**src/rtl/picoblaze_rtc_port_bank_pkg.sv**
```systemverilog
// Shared constants for the PicoBlaze RTC port bank: default port map,
// command codes, timer code, status bit positions and a port-map sanity check.
package rtc_port_pkg;

  localparam int          DEF_N_REGS    = 9;
  localparam logic [7:0]  DEF_SEL_PORT  = 8'h01;
  localparam logic [7:0]  DEF_WR_BASE   = 8'h02;
  localparam logic [7:0]  DEF_CMD_PORT  = 8'h0B;
  localparam logic [7:0]  DEF_STAT_PORT = 8'h0C;
  localparam logic [7:0]  DEF_RD_BASE   = 8'h0D;
  localparam logic [7:0]  DEF_TMR_PORT  = 8'h16;

  localparam logic [7:0]  CMD_GO     = 8'h01;
  localparam logic [7:0]  CMD_SNAP   = 8'h02;
  localparam logic [7:0]  CMD_CANCEL = 8'h00;
  localparam logic [7:0]  TMR_CODE   = 8'h09;

  localparam int STAT_UPD_BIT  = 0;
  localparam int STAT_DONE_BIT = 1;
  localparam int STAT_SNAP_BIT = 2;

  // True when any two port ranges overlap or a field range runs past 8'hFF.
  function automatic bit port_map_bad(input int n,
                                      input logic [7:0] sel, input logic [7:0] wr,
                                      input logic [7:0] cmd, input logic [7:0] stat,
                                      input logic [7:0] rd, input logic [7:0] tmr);
    int lo[6];
    int hi[6];
    bit bad;
    lo[0] = int'(sel);  hi[0] = int'(sel);
    lo[1] = int'(wr);   hi[1] = int'(wr) + n - 1;
    lo[2] = int'(cmd);  hi[2] = int'(cmd);
    lo[3] = int'(stat); hi[3] = int'(stat);
    lo[4] = int'(rd);   hi[4] = int'(rd) + n - 1;
    lo[5] = int'(tmr);  hi[5] = int'(tmr);
    bad = (n < 1) || (n > 256) || (hi[1] > 255) || (hi[4] > 255);
    for (int a = 0; a < 6; a++) begin
      for (int b = a + 1; b < 6; b++) begin
        if ((lo[a] <= hi[b]) && (lo[b] <= hi[a])) bad = 1'b1;
      end
    end
    return bad;
  endfunction

endpackage

```
**src/rtl/picoblaze_rtc_port_bank_onehot_sel_decoder.sv**
```systemverilog
// Turns an 8-bit field index into N one-hot bits; indices >= N decode to zero,
// which doubles as the "no field selected" code.
module onehot_sel_decoder #(
  parameter int N = 9
) (
  input  logic [7:0]   sel_i,
  output logic [N-1:0] onehot_o
);

  // Compare the index against every field position.
  always_comb begin
    onehot_o = '0;
    for (int i = 0; i < N; i++) begin
      if (sel_i == 8'(i)) onehot_o[i] = 1'b1;
    end
  end

endmodule

```
**src/rtl/picoblaze_rtc_port_bank.sv**
```systemverilog
// PicoBlaze I/O port bank for the RTC: field write registers, one-hot field
// select, update request handshake, timer-modify pulse and a registered read
// mux over a coherent snapshot of the RTC readback.
module picoblaze_rtc_port_bank
  import rtc_port_pkg::*;
#(
  parameter int         N_REGS    = DEF_N_REGS,
  parameter logic [7:0] SEL_PORT  = DEF_SEL_PORT,
  parameter logic [7:0] WR_BASE   = DEF_WR_BASE,
  parameter logic [7:0] CMD_PORT  = DEF_CMD_PORT,
  parameter logic [7:0] STAT_PORT = DEF_STAT_PORT,
  parameter logic [7:0] RD_BASE   = DEF_RD_BASE,
  parameter logic [7:0] TMR_PORT  = DEF_TMR_PORT
) (
  input  logic                  clk,
  input  logic                  reset,
  input  logic [7:0]            Port_ID,
  input  logic [7:0]            Out_Port,
  input  logic                  write,
  input  logic                  read,
  output logic [7:0]            In_Port,
  output logic [8*N_REGS-1:0]   wr_data,
  input  logic [8*N_REGS-1:0]   rd_data,
  output logic [N_REGS-1:0]     Habilita,
  output logic                  upd_req,
  input  logic                  upd_ack,
  input  logic                  Listo_es,
  output logic                  modifica_timer
);

  localparam bit PORT_MAP_BAD =
    port_map_bad(N_REGS, SEL_PORT, WR_BASE, CMD_PORT, STAT_PORT, RD_BASE, TMR_PORT);

  if (PORT_MAP_BAD) begin : g_bad_port_map
    $error("picoblaze_rtc_port_bank: overlapping or out-of-range port map");
  end

  logic [N_REGS-1:0][7:0] wr_q, wr_d;
  logic [N_REGS-1:0][7:0] snap_q, snap_d;
  logic [7:0]             sel_q, sel_d;
  logic [N_REGS-1:0]      habilita_q, habHot;
  logic                   upd_req_q, upd_req_d;
  logic                   snap_valid_q, snap_valid_d;
  logic                   done_q, done_d;
  logic                   listo_q;
  logic                   tmr_q, tmr_d;
  logic [7:0]             in_port_q, in_port_d;

  logic [7:0]             wrOff, rdOff;
  logic [N_REGS-1:0]      wrHit, rdHit;
  logic                   cmdWrite;

  // Field-relative offsets wrap to large values below the base, so the
  // decoders reject them just like offsets past the last field.
  assign wrOff    = Port_ID - WR_BASE;
  assign rdOff    = Port_ID - RD_BASE;
  assign cmdWrite = write && (Port_ID == CMD_PORT);

  onehot_sel_decoder #(.N(N_REGS)) u_wrDec  (.sel_i(wrOff), .onehot_o(wrHit));
  onehot_sel_decoder #(.N(N_REGS)) u_rdDec  (.sel_i(rdOff), .onehot_o(rdHit));
  onehot_sel_decoder #(.N(N_REGS)) u_habDec (.sel_i(sel_d), .onehot_o(habHot));

  // Next-state for every write-side register, handshake and sticky status.
  always_comb begin
    wr_d         = wr_q;
    sel_d        = sel_q;
    snap_d       = snap_q;
    snap_valid_d = snap_valid_q;
    upd_req_d    = upd_req_q;
    done_d       = done_q;
    tmr_d        = write && (Port_ID == TMR_PORT) && (Out_Port == TMR_CODE);

    for (int i = 0; i < N_REGS; i++) begin
      if (write && wrHit[i]) wr_d[i] = Out_Port;
    end
    if (write && (Port_ID == SEL_PORT)) sel_d = Out_Port;

    if (upd_req_q && upd_ack) upd_req_d = 1'b0;
    if (cmdWrite && (Out_Port == CMD_GO)) begin
      upd_req_d    = 1'b1;
      snap_valid_d = 1'b0;
    end
    if (cmdWrite && (Out_Port == CMD_CANCEL)) upd_req_d = 1'b0;
    if (cmdWrite && (Out_Port == CMD_SNAP)) begin
      snap_d       = rd_data;
      snap_valid_d = 1'b1;
    end

    if (Listo_es && !listo_q)                done_d = 1'b1;
    else if (read && (Port_ID == STAT_PORT)) done_d = 1'b0;
  end

  // Read mux over the current register state; port ranges never overlap.
  always_comb begin
    in_port_d = 8'h00;
    if (Port_ID == SEL_PORT) in_port_d = sel_q;
    if (Port_ID == STAT_PORT) begin
      in_port_d[STAT_UPD_BIT]  = upd_req_q;
      in_port_d[STAT_DONE_BIT] = done_q;
      in_port_d[STAT_SNAP_BIT] = snap_valid_q;
    end
    for (int i = 0; i < N_REGS; i++) begin
      if (wrHit[i]) in_port_d = in_port_d | wr_q[i];
      if (rdHit[i]) in_port_d = in_port_d | snap_q[i];
    end
  end

  // State registers with synchronous reset.
  always_ff @(posedge clk) begin
    if (reset) begin
      wr_q         <= '0;
      snap_q       <= '0;
      sel_q        <= 8'h00;
      habilita_q   <= N_REGS'(1);
      upd_req_q    <= 1'b0;
      snap_valid_q <= 1'b0;
      done_q       <= 1'b0;
      listo_q      <= 1'b0;
      tmr_q        <= 1'b0;
      in_port_q    <= 8'h00;
    end else begin
      wr_q         <= wr_d;
      snap_q       <= snap_d;
      sel_q        <= sel_d;
      habilita_q   <= habHot;
      upd_req_q    <= upd_req_d;
      snap_valid_q <= snap_valid_d;
      done_q       <= done_d;
      listo_q      <= Listo_es;
      tmr_q        <= tmr_d;
      in_port_q    <= in_port_d;
    end
  end

  assign In_Port        = in_port_q;
  assign wr_data        = wr_q;
  assign Habilita       = habilita_q;
  assign upd_req        = upd_req_q;
  assign modifica_timer = tmr_q;

endmodule

```
**config.mk**
```make
export PLATFORM = sky130hd
export DESIGN_NAME = picoblaze_rtc_port_bank
export DESIGN_NICKNAME = d
export VERILOG_FILES = /design/src/rtl/picoblaze_rtc_port_bank_pkg.sv /design/src/rtl/picoblaze_rtc_port_bank_onehot_sel_decoder.sv /design/src/rtl/picoblaze_rtc_port_bank.sv
export SDC_FILE = /design/constraint.sdc
export NUM_CORES = 1
export LEC_CHECK = 0
export ABC_AREA = 1
export ABC_CLOCK_PERIOD_IN_PS = 5900
export CAP_MARGIN = 30
export CORE_ASPECT_RATIO = 1.2
export CORE_UTILIZATION = 32
export DETAILED_ROUTE_END_ITERATION = 12
export GPL_ROUTABILITY_DRIVEN = 0
export GPL_TIMING_DRIVEN = 0
export PLACE_DENSITY_LB_ADDON = 0.2
export SLEW_MARGIN = 10
export SYNTH_ARGS = -nofsm -noshare
export SYNTH_HDL_FRONTEND = slang
export SYNTH_SLANG_ARGS = --single-unit
```
**constraint.sdc**
```tcl
create_clock -name clk -period 5.9 [get_ports clk]
set_input_delay 1.18 -clock clk [delete_from_list [all_inputs] [get_ports clk]]
set_output_delay 1.18 -clock clk [all_outputs]
set_load 0.01 [all_outputs]
```
==> flow_metrics.env, run 1 <==
export IMPL_slew_headroom=0.395
export IMPL_fin_worst_skew_ns=0.0202
export IMPL_end_kind="flip-flop"
export IMPL_n_fill_cell=2654
export IMPL_dp_hpwl_mm=23.1
export IMPL_seq_area_um2=3480
export IMPL_synth_ff_type="dfxtp_1"
export IMPL_critPathRequiredTime_ns=6.26
export IMPL_diodes=0
export IMPL_cpPeakStageDelay_ns=0.71
export IMPL_yosysTopAreaCellShare=0.419
export IMPL_drt_iter0_markers=472
export IMPL_path_cells="clkdlybuf4s50_1, ha_1, nand2_1, nand2_1, nand2_1, nand2_1, nor3_1, nand4_1, nand2_1, nor2_1, nand3_1, nor2_1, nor2_1"
export IMPL_cts_buffers=17
export IMPL_worst_pin_slew_ns=0.900
export IMPL_switching_share=0.275
export IMPL_p_clk_frac=0.456
export IMPL_power_frac_comb=0.092
export IMPL_core_area_um2=25500
export IMPL_die_w_um=149
export IMPL_endpoint="In_Port[1]"
export IMPL_r2r_cells=6
export IMPL_dr_pass1_iters=5
export IMPL_critical_path_buf_inv_count=1
export IMPL_cts_tree="yes"
export IMPL_gr_total_overflow=0
export IMPL_drv_slew=0
export IMPL_synth_seq_area_share=0.419
export IMPL_hold_path_class="flip-flop to flip-flop"
export IMPL_multi_input_area_um2=4070
export IMPL_cts_reportedPaths_clkPinSlew_ns=0.07
export IMPL_worstReg2RegEnd="In_Port[5]"
export IMPL_cts_setup_buffers=0
export IMPL_antenna_found_initial=0
export IMPL_grt_total_usage=0.232
export IMPL_final_nets=1475
export IMPL_grt_pass1_wl_mm=46.2
export IMPL_htreeDepth=4
export IMPL_synth_area_leaders="dfxtp_1, nor2_1, nand4_1, o21ai_0, a21oi_1"
export IMPL_synth_common_cells="nor2_1, dfxtp_1, nand4_1"
export IMPL_hold_viol_final=0
export IMPL_synthCells=1175
export IMPL_yosys_warnings=0
export IMPL_clk_insertion_delay_late_ns=0.46
export IMPL_area_growth_pct=34.6
export IMPL_power_per_cell_area_nw_per_um2=232
export IMPL_whs_ns=0.456
export IMPL_drc=0
export IMPL_reg2reg_slack_ns=4.65
export IMPL_synth_area_leader_cell="dfxtp_1"
export IMPL_cts_buffer_depth=2
export IMPL_rsz0062_at_grt="false"
export IMPL_path_depth=13
export IMPL_port_buffers=184
export IMPL_die_height_um=179
export IMPL_cp_top_family="simple AND/OR/NAND/NOR gates"
export IMPL_vias=8703
export IMPL_ys_seq_elements=174
export IMPL_ios=185
export IMPL_start_util=0.325
export IMPL_leakage_nw=4.36
export IMPL_routed_wire_length_per_instance_um=17.6
export IMPL_crit_top_cell="nand2_1"
export IMPL_status="finished clean"
export IMPL_whs_path_depth=2
export IMPL_power_frac_seq=0.453
export IMPL_fin_crit_sh=0.608
export IMPL_viasPerCell=5.06
export IMPL_synth_net_count=1272
export IMPL_routed_wl_mm=30.4
export IMPL_grt_pass1_vias=8445
export IMPL_irDropWorstVdd_v=0.000174
export IMPL_drive_above_1_share=0.0848
export IMPL_cts_root_buf="clkbuf_16"
export IMPL_critical_path_arrival_ns=3.94
export IMPL_drtAntennaViolNets=0
export IMPL_cts_resized=0
export IMPL_ys_async_sr_fraction=0
export IMPL_synth_edf_count=0
export IMPL_p_sw_w=0.000715
export IMPL_synth_cell_type_count=33
export IMPL_dieArea_um2=26600
export IMPL_hold_buffers=0
export IMPL_crit_type="primary input to flip-flop"
export IMPL_max_freq_mhz=279
export IMPL_rr_startpoint="snap_q[21]"
export IMPL_maxCapViolCount=0
export IMPL_finalSetupViolations=0
export IMPL_yosysMostFrequentCell="nor2_1"
export IMPL_syn_area_um2=8310
export IMPL_crit_start="Port_ID[2]"
export IMPL_clkSinkCount=174
export IMPL_tns_ns=0
export IMPL_row_count=64
export IMPL_slowest_stage="nor3_1"
export IMPL_cp_max_fo=8
export IMPL_period_minus_slack_ns=3.59
export IMPL_startpoint_type="primary input"
export IMPL_p_int_w=0.00188
export IMPL_avgSynthCellArea_um2=7.07
export IMPL_grt_max_degree=20
-- registers in the layout, summed over array words and instances, names as in the netlist --
name	flops
modifica_timer	1
Habilita	9
snap_valid_q	1
snap_q	72
In_Port	8
listo_q	1
done_q	1
sel_q	8
upd_req	1
wr_data	72
-- logic make-up (layout without fill, tap and decap cells) --
family	after synthesis	after routing	share of synthesized area
AND/OR/NAND/NOR	640	640	0.362
AO/OA/AOI/OAI	203	203	0.123
flip-flops	174	174	0.419
buffers and inverters	155	371	0.0914
adder cells (fa/ha/maj)	3	3	0.00452
-- cell usage in the layout (no fill, tap or decap), types with 2 or more instances in the layout --
cell / synthesis / routed
o21ai_0: 96 / 96
clkinv_8: 0 / 4
nor2_2: 8 / 8
clkbuf_1: 27 / 27
o21ai_2: 2 / 2
nand3_1: 28 / 28
nand4_1: 117 / 117
nand3b_1: 2 / 2
inv_1: 71 / 71
clkbuf_16: 0 / 17
buf_6: 10 / 10
clkdlybuf4s50_1: 0 / 184
nand2_1: 109 / 109
dfxtp_1: 174 / 174
nor2_1: 342 / 342
nand2_2: 8 / 8
nand4_2: 2 / 2
a21oi_1: 83 / 83
o21ai_1: 21 / 21
nand3_2: 2 / 2
inv_2: 8 / 8
nor2_4: 5 / 5
nor4_1: 4 / 4
clkinv_1: 6 / 6
nand4_4: 7 / 7
clkinv_4: 0 / 2
nor3_1: 4 / 4
buf_4: 15 / 15
inv_8: 0 / 6
ha_1: 3 / 3
buf_2: 14 / 14
-- layer usage --
metal | vias to the layer above | global-route usage | routed length, µm
met1 | 4002 | 0.288 | 13100
li1 | 4334 | - | -
met3 | 61 | 0.0422 | 1930
met4 | 0 | 0.105 | 1140
met5 | - | 0 | 0
met2 | 306 | 0.388 | 14200
-- worst min path at each step --
| stage | start | slack (ns) | to |
|---|---|---|---|
| after floorplan | snap_q[0] | 0.43 | snap_q[0] |
| after global placement | snap_q[0] | 0.44 | snap_q[0] |
| after detailed placement | snap_q[7] | 0.45 | snap_q[7] |
| after CTS | snap_q[7] | 0.46 | snap_q[7] |
| after global routing | snap_q[0] | 0.48 | snap_q[0] |
| final | snap_q[0] | 0.46 | snap_q[0] |
-- worst reg2reg max path, cell delays in order, from the launching register on --
cell     delay, ns
dfxtp_1       0.33
nand4_1       0.09
nand2_1       0.08
nor2_1        0.33
nand3_1       0.12
nor2_1        0.12
nor2_1        0.06
-- power groups by stage --
stage	Combinational, W	Clock [W]	Sequential [W]
5_1_grt	0.000257	0.00125	0.00118
3_5_place_dp	0.000235	0	0.00120
2_1_floorplan	0.000117	0	0.00120
3_3_place_gp	0.000234	0	0.00120
4_1_cts	0.000238	0.00120	0.00118
6_report	0.000238	0.00118	0.00118
-- metrics by stage --
step                area, µm²  utilization  power, W  instances  setup WS (ns)
floorplan                8310            -   0.00132       1175           3.05
global placement        10600        0.414   0.00144       1689           1.99
detailed placement      10600        0.414   0.00144       1689           1.90
CTS                     11200        0.438   0.00262       1721           2.36
global route            11200        0.438   0.00269       1721           2.15
finish                  11200        0.438   0.00260       1721           2.31
-- layout make-up --
| cell class | count | area share |
|---|---|---|
| inverter | 86 | 0.0290 |
| tap | 330 | 0.0369 |
| sequential | 174 | 0.311 |
| multi-input combinational | 846 | 0.364 |
| clock buffer | 17 | 0.0380 |
| clock inverter | 15 | 0.0176 |
| buffer | 69 | 0.0389 |
| timing repair buffer | 184 | 0.165 |
(Power assumes the default switching activity.)
==> run 2, diff against run 1 <==
--- a/config.mk
+++ b/config.mk
@@ -6,7 +6,7 @@
 export NUM_CORES = 1
 export LEC_CHECK = 0
 export ABC_AREA = 1
-export ABC_CLOCK_PERIOD_IN_PS = 5900
+export ABC_CLOCK_PERIOD_IN_PS = 2950
 export CAP_MARGIN = 30
 export CORE_ASPECT_RATIO = 1.2
 export CORE_UTILIZATION = 32
==> constraint.sdc (replaced) <==
create_clock -name clk -period 2.95 [get_ports clk]
set_input_delay 0.59 -clock clk [delete_from_list [all_inputs] [get_ports clk]]
set_output_delay 0.59 -clock clk [all_outputs]
set_load 0.01 [all_outputs]
==> flow_metrics.env, run 2 (synthesis gave the netlist of run 1 again) <==
export IMPL_drv_slew=0
export IMPL_hold_end="snap_q[7]"
export IMPL_final_cell_mix="nor2_1, clkdlybuf4s50_1, dfxtp_1"
export IMPL_p_int_w=0.00377
export IMPL_dr_pass1_iters=6
export IMPL_grt_busiest_layer="met2"
export IMPL_cts_tree="yes"
export IMPL_critPathRequiredTime_ns=3.32
export IMPL_grt_total_usage=0.232
export IMPL_cts_setup_buffers=0
export IMPL_final_nets=1475
export IMPL_worstHoldStart="snap_q[7]"
export IMPL_cp_max_fo=10
export IMPL_start_util=0.325
export IMPL_fin_cells=1721
export IMPL_met2_usage=0.388
export IMPL_switching_share=0.275
export IMPL_leakage_nw=4.39
export IMPL_end_kind="flip-flop"
export IMPL_place_area_um2=10600
export IMPL_placed_cells=1689
export IMPL_crit_type="primary input to flip-flop"
export IMPL_row_count=64
export IMPL_drive_above_1_share=0.0949
export IMPL_finalSetupViolations=0
export IMPL_diodes=0
export IMPL_met3_usage=0.0422
export IMPL_r2r_cells=8
export IMPL_ios=185
export IMPL_core_area_um2=25500
export IMPL_p_clk_frac=0.455
export IMPL_reg2reg_slack_ns=1.69
export IMPL_fin_worst_skew_ns=0.0174
export IMPL_irDropWorstVdd_v=0.000350
export IMPL_htreeDepth=4
export IMPL_slew_headroom=0.423
export IMPL_power_frac_comb=0.092
export IMPL_routed_wire_length_per_instance_um=17.7
export IMPL_die_w_um=149
export IMPL_cts_buffer_depth=2
export IMPL_stdcell_area_um2=11300
export IMPL_worst_pin_slew_ns=0.866
export IMPL_cts_root_buf="clkbuf_16"
export IMPL_drc=0
export IMPL_port_buffers=184
export IMPL_dp_hpwl_mm=23.1
export IMPL_p_sw_w=0.00143
export IMPL_gr_total_overflow=0
export IMPL_layout_commonest_cell="nor2_1"
export IMPL_whs_path_depth=2
export IMPL_tns_ns=0
export IMPL_critical_path_arrival_ns=3.11
export IMPL_clk_insertion_delay_late_ns=0.45
export IMPL_drt_iter0_markers=493
export IMPL_cts_buffers=17
export IMPL_cts_resized=1
export IMPL_rr_startpoint="sel_q[1]"
export IMPL_period_minus_slack_ns=2.73
export IMPL_routed_wl_mm=30.5
export IMPL_startpoint_type="primary input"
export IMPL_clkSinkCount=174
export IMPL_maxCapViolCount=0
export IMPL_antenna_found_initial=0
export IMPL_die_height_um=179
export IMPL_power_per_cell_area_nw_per_um2=462
export IMPL_power_frac_seq=0.453
export IMPL_dieArea_um2=26600
export IMPL_status="finished clean"
export IMPL_fin_crit_sh=0.927
export IMPL_grt_pass1_wl_mm=46.2
export IMPL_viasPerCell=5.07
export IMPL_hold_buffers=0
export IMPL_grt_pass1_vias=8445
export IMPL_area_growth_pct=35.4
export IMPL_use_met1=0.288
export IMPL_vias=8720
export IMPL_max_freq_mhz=366
export IMPL_hold_path_class="flip-flop to flip-flop"
export IMPL_hold_viol_final=0
export IMPL_n_fill_cell=2654
export IMPL_rsz0062_at_grt="false"
export IMPL_grt_max_degree=20
export IMPL_worstReg2RegEnd="In_Port[1]"
export IMPL_drtAntennaViolNets=0
export IMPL_cts_reportedPaths_clkPinSlew_ns=0.07
-- run 2: layer usage --
metal / routed length (µm) / share of wire
met2: 14300 / 0.47
met5: 0 / 0
met1: 13200 / 0.43
met4: 1070 / 0.035
met3: 1830 / 0.060
-- run 2: cell type report --
type                            instances  area, µm²  share of cell area
Multi-Input combinational cell        846       4140               0.367
Sequential cell                       174       3480               0.309
Timing Repair Buffer                  184       1840               0.164
Buffer                                 69        435              0.0387
Clock buffer                           17        425              0.0378
Tap cell                              330        413              0.0367
Inverter                               86        324              0.0288
Clock inverter                         15        196              0.0175
-- run 2: metrics by stage --
step	worst slack, ns	total power [W]	hold WS [ns]	utilization
floorplan	0.692	0.00264	0.430	-
global placement	-0.370	0.00288	0.443	0.414
detailed placement	-0.460	0.00288	0.449	0.414
CTS	0.0168	0.00524	0.460	0.438
global route	0.00607	0.00538	0.478	0.441
finish	0.217	0.00520	0.456	0.441
-- run 2: worst max path at each step --
| stage | start | end | slack, ns | depth (start not counted) |
|---|---|---|---|---|
| after detailed placement | Port_ID[2] | In_Port[1] | -0.46 | 13 |
| after CTS | Port_ID[2] | In_Port[2] | 0.02 | 16 |
| after global placement | Out_Port[3] | snap_q[62] | -0.37 | 8 |
| final | Port_ID[1] | In_Port[2] | 0.22 | 16 |
| after floorplan | Port_ID[1] | wr_data[51] | 0.69 | 13 |
| after global routing | Port_ID[1] | In_Port[2] | 0.006 | 17 |
-- run 2: critical path: stages --
cell and delay (ns):
clkdlybuf4s50_1 0.48, inv_2 0.17, ha_1 0.24, inv_1 0.09
nor2_4 0.14, nand3_1 0.09, nand2_1 0.08, nand2_2 0.09
nor2_8 0.17, buf_4 0.20, nand3_2 0.18, o21ai_1 0.27
inv_1 0.07, nand3_1 0.10, nor2_1 0.05, nor2_1 0.09
-- run 2: power groups by stage --
stage                     Clock (W)  Combinational, W  Sequential [W]
after global routing        0.00251          0.000516         0.00235
after floorplan                   0          0.000235         0.00241
after global placement            0          0.000469         0.00241
after CTS                   0.00241          0.000476         0.00235
after detailed placement          0          0.000470         0.00241
final                       0.00237          0.000479         0.00235
==> run 3, diff against run 2 <==
--- a/config.mk
+++ b/config.mk
@@ -10,6 +10,7 @@
 export CAP_MARGIN = 30
 export CORE_ASPECT_RATIO = 1.2
 export CORE_UTILIZATION = 32
+export CTS_BUF_LIST = sky130_fd_sc_hd__clkbuf_4 sky130_fd_sc_hd__clkbuf_8
 export DETAILED_ROUTE_END_ITERATION = 12
 export GPL_ROUTABILITY_DRIVEN = 0
 export GPL_TIMING_DRIVEN = 0
==> flow_metrics.env, run 3 (synthesis gave the netlist of run 1 again) <==
export IMPL_status="finished clean"
export IMPL_grt_pass1_wl_mm=45.9
export IMPL_clk_insertion_delay_late_ns=0.48
export IMPL_irDropWorstVdd_v=0.000227
export IMPL_cts_buffers=17
export IMPL_place_area_um2=10600
export IMPL_p_clk_frac=0.389
export IMPL_htreeDepth=4
export IMPL_maxCapViolCount=0
export IMPL_worstReg2RegEnd="In_Port[1]"
export IMPL_p_int_w=0.00327
export IMPL_finalSetupViolations=0
export IMPL_fin_crit_sh=0.968
export IMPL_row_count=64
export IMPL_cp_max_fo=10
export IMPL_start_util=0.325
export IMPL_max_freq_mhz=350
export IMPL_hold_viol_final=0
export IMPL_area_growth_pct=32.5
export IMPL_end_kind="flip-flop"
export IMPL_worst_pin_slew_ns=0.873
export IMPL_p_sw_w=0.00136
export IMPL_vias=8642
export IMPL_layout_commonest_cell="nor2_1"
export IMPL_startpoint_type="primary input"
export IMPL_period_minus_slack_ns=2.85
export IMPL_fin_util=0.431
export IMPL_gr_total_overflow=0
export IMPL_grt_pass1_vias=8403
export IMPL_crit_type="primary input to flip-flop"
export IMPL_placed_cells=1689
export IMPL_cts_reportedPaths_clkPinSlew_ns=0.11
export IMPL_die_height_um=179
export IMPL_critical_path_arrival_ns=3.23
export IMPL_drv_slew=0
export IMPL_fin_worst_skew_ns=0.0176
export IMPL_r2r_cells=8
export IMPL_ios=185
export IMPL_dr_pass1_iters=5
export IMPL_die_w_um=149
export IMPL_viasPerCell=5.02
export IMPL_drt_iter0_markers=493
export IMPL_drc=0
export IMPL_antenna_found_initial=0
export IMPL_leakage_nw=4.29
export IMPL_worstHoldStart="snap_q[0]"
export IMPL_cts_tree="yes"
export IMPL_slew_headroom=0.418
export IMPL_rsz0062_at_grt="false"
export IMPL_power_per_cell_area_nw_per_um2=421
export IMPL_fin_cells=1721
export IMPL_whs_path_depth=2
export IMPL_hold_buffers=0
export IMPL_port_buffers=184
export IMPL_rr_startpoint="sel_q[1]"
export IMPL_cts_buffer_depth=2
export IMPL_stdcell_area_um2=11000
export IMPL_critPathRequiredTime_ns=3.33
export IMPL_p_total_w=0.00464
export IMPL_reg2reg_slack_ns=1.69
export IMPL_cts_root_buf="clkbuf_8"
export IMPL_clkSinkCount=174
export IMPL_hold_end="snap_q[0]"
export IMPL_diodes=0
export IMPL_hold_path_class="flip-flop to flip-flop"
export IMPL_grt_total_usage=0.230
export IMPL_n_fill_cell=2668
export IMPL_crit_start="Out_Port[3]"
export IMPL_grt_max_degree=20
export IMPL_switching_share=0.294
export IMPL_drive_above_1_share=0.0884
export IMPL_final_cell_mix="nor2_1, clkdlybuf4s50_1, dfxtp_1"
export IMPL_power_frac_comb=0.103
export IMPL_routed_wl_mm=30.3
export IMPL_core_area_um2=25500
export IMPL_final_nets=1475
export IMPL_power_frac_seq=0.508
export IMPL_routed_wire_length_per_instance_um=17.6
export IMPL_drtAntennaViolNets=0
export IMPL_dp_hpwl_mm=23.1
export IMPL_dieArea_um2=26600
## run 3: worst max-delay path, stage by stage
cell             delay (ns)
clkdlybuf4s50_1        0.66
clkinv_1               0.48
nand2_1                0.28
nor4_1                 0.08
nand2_1                0.48
inv_2                  0.25
buf_4                  0.24
nor2_1                 0.10
nor2_1                 0.06
## run 3: worst max-delay path by stage
| stage | to | cells past startpoint |
|---|---|---|
| 2_1_floorplan | wr_data[51] | 13 |
| 6_report | snap_q[36] | 9 |
| 4_1_cts | In_Port[1] | 13 |
| 3_3_place_gp | snap_q[62] | 8 |
| 3_5_place_dp | In_Port[1] | 13 |
| 5_1_grt | In_Port[6] | 17 |
## run 3: what timing repair did
action,4_1_cts,5_1_grt
gates resized for setup,0,6
buffers inserted,0,0
setup endpoints to repair,0,23
## run 3: layer usage
layer | GRT usage | share of wire
met2 | 0.386 | 0.47
met4 | 0.0982 | 0.033
met3 | 0.0435 | 0.058
met5 | 0 | 0
met1 | 0.287 | 0.44
## run 3: final cells by class
| type | count | area (µm²) | share of cell area |
|---|---|---|---|
| Timing Repair Buffer | 184 | 1840 | 0.167 |
| Clock inverter | 15 | 196 | 0.0178 |
| Buffer | 69 | 435 | 0.0395 |
| Multi-Input combinational cell | 846 | 4090 | 0.371 |
| Tap cell | 330 | 413 | 0.0375 |
| Inverter | 86 | 324 | 0.0294 |
| Sequential cell | 174 | 3480 | 0.316 |
| Clock buffer | 17 | 234 | 0.0212 |
## run 3: power groups by stage
stage | sequential, W | combinational (W) | clock, W
3_5_place_dp | 0.00241 | 0.000470 | 0
5_1_grt | 0.00236 | 0.000513 | 0.00194
6_report | 0.00236 | 0.000476 | 0.00181
4_1_cts | 0.00236 | 0.000474 | 0.00184
2_1_floorplan | 0.00241 | 0.000235 | 0
3_3_place_gp | 0.00241 | 0.000469 | 0
## run 3: through the flow
step | setup TNS, ns | setup slack, ns | hold WS (ns)
final | 0 | 0.0950 | 0.460
after global routing | 0 | 0.00401 | 0.483
after global placement | -41.10 | -0.370 | 0.443
after detailed placement | -48.67 | -0.460 | 0.449
after CTS | 0 | 0.0428 | 0.465
after floorplan | 0 | 0.692 | 0.430
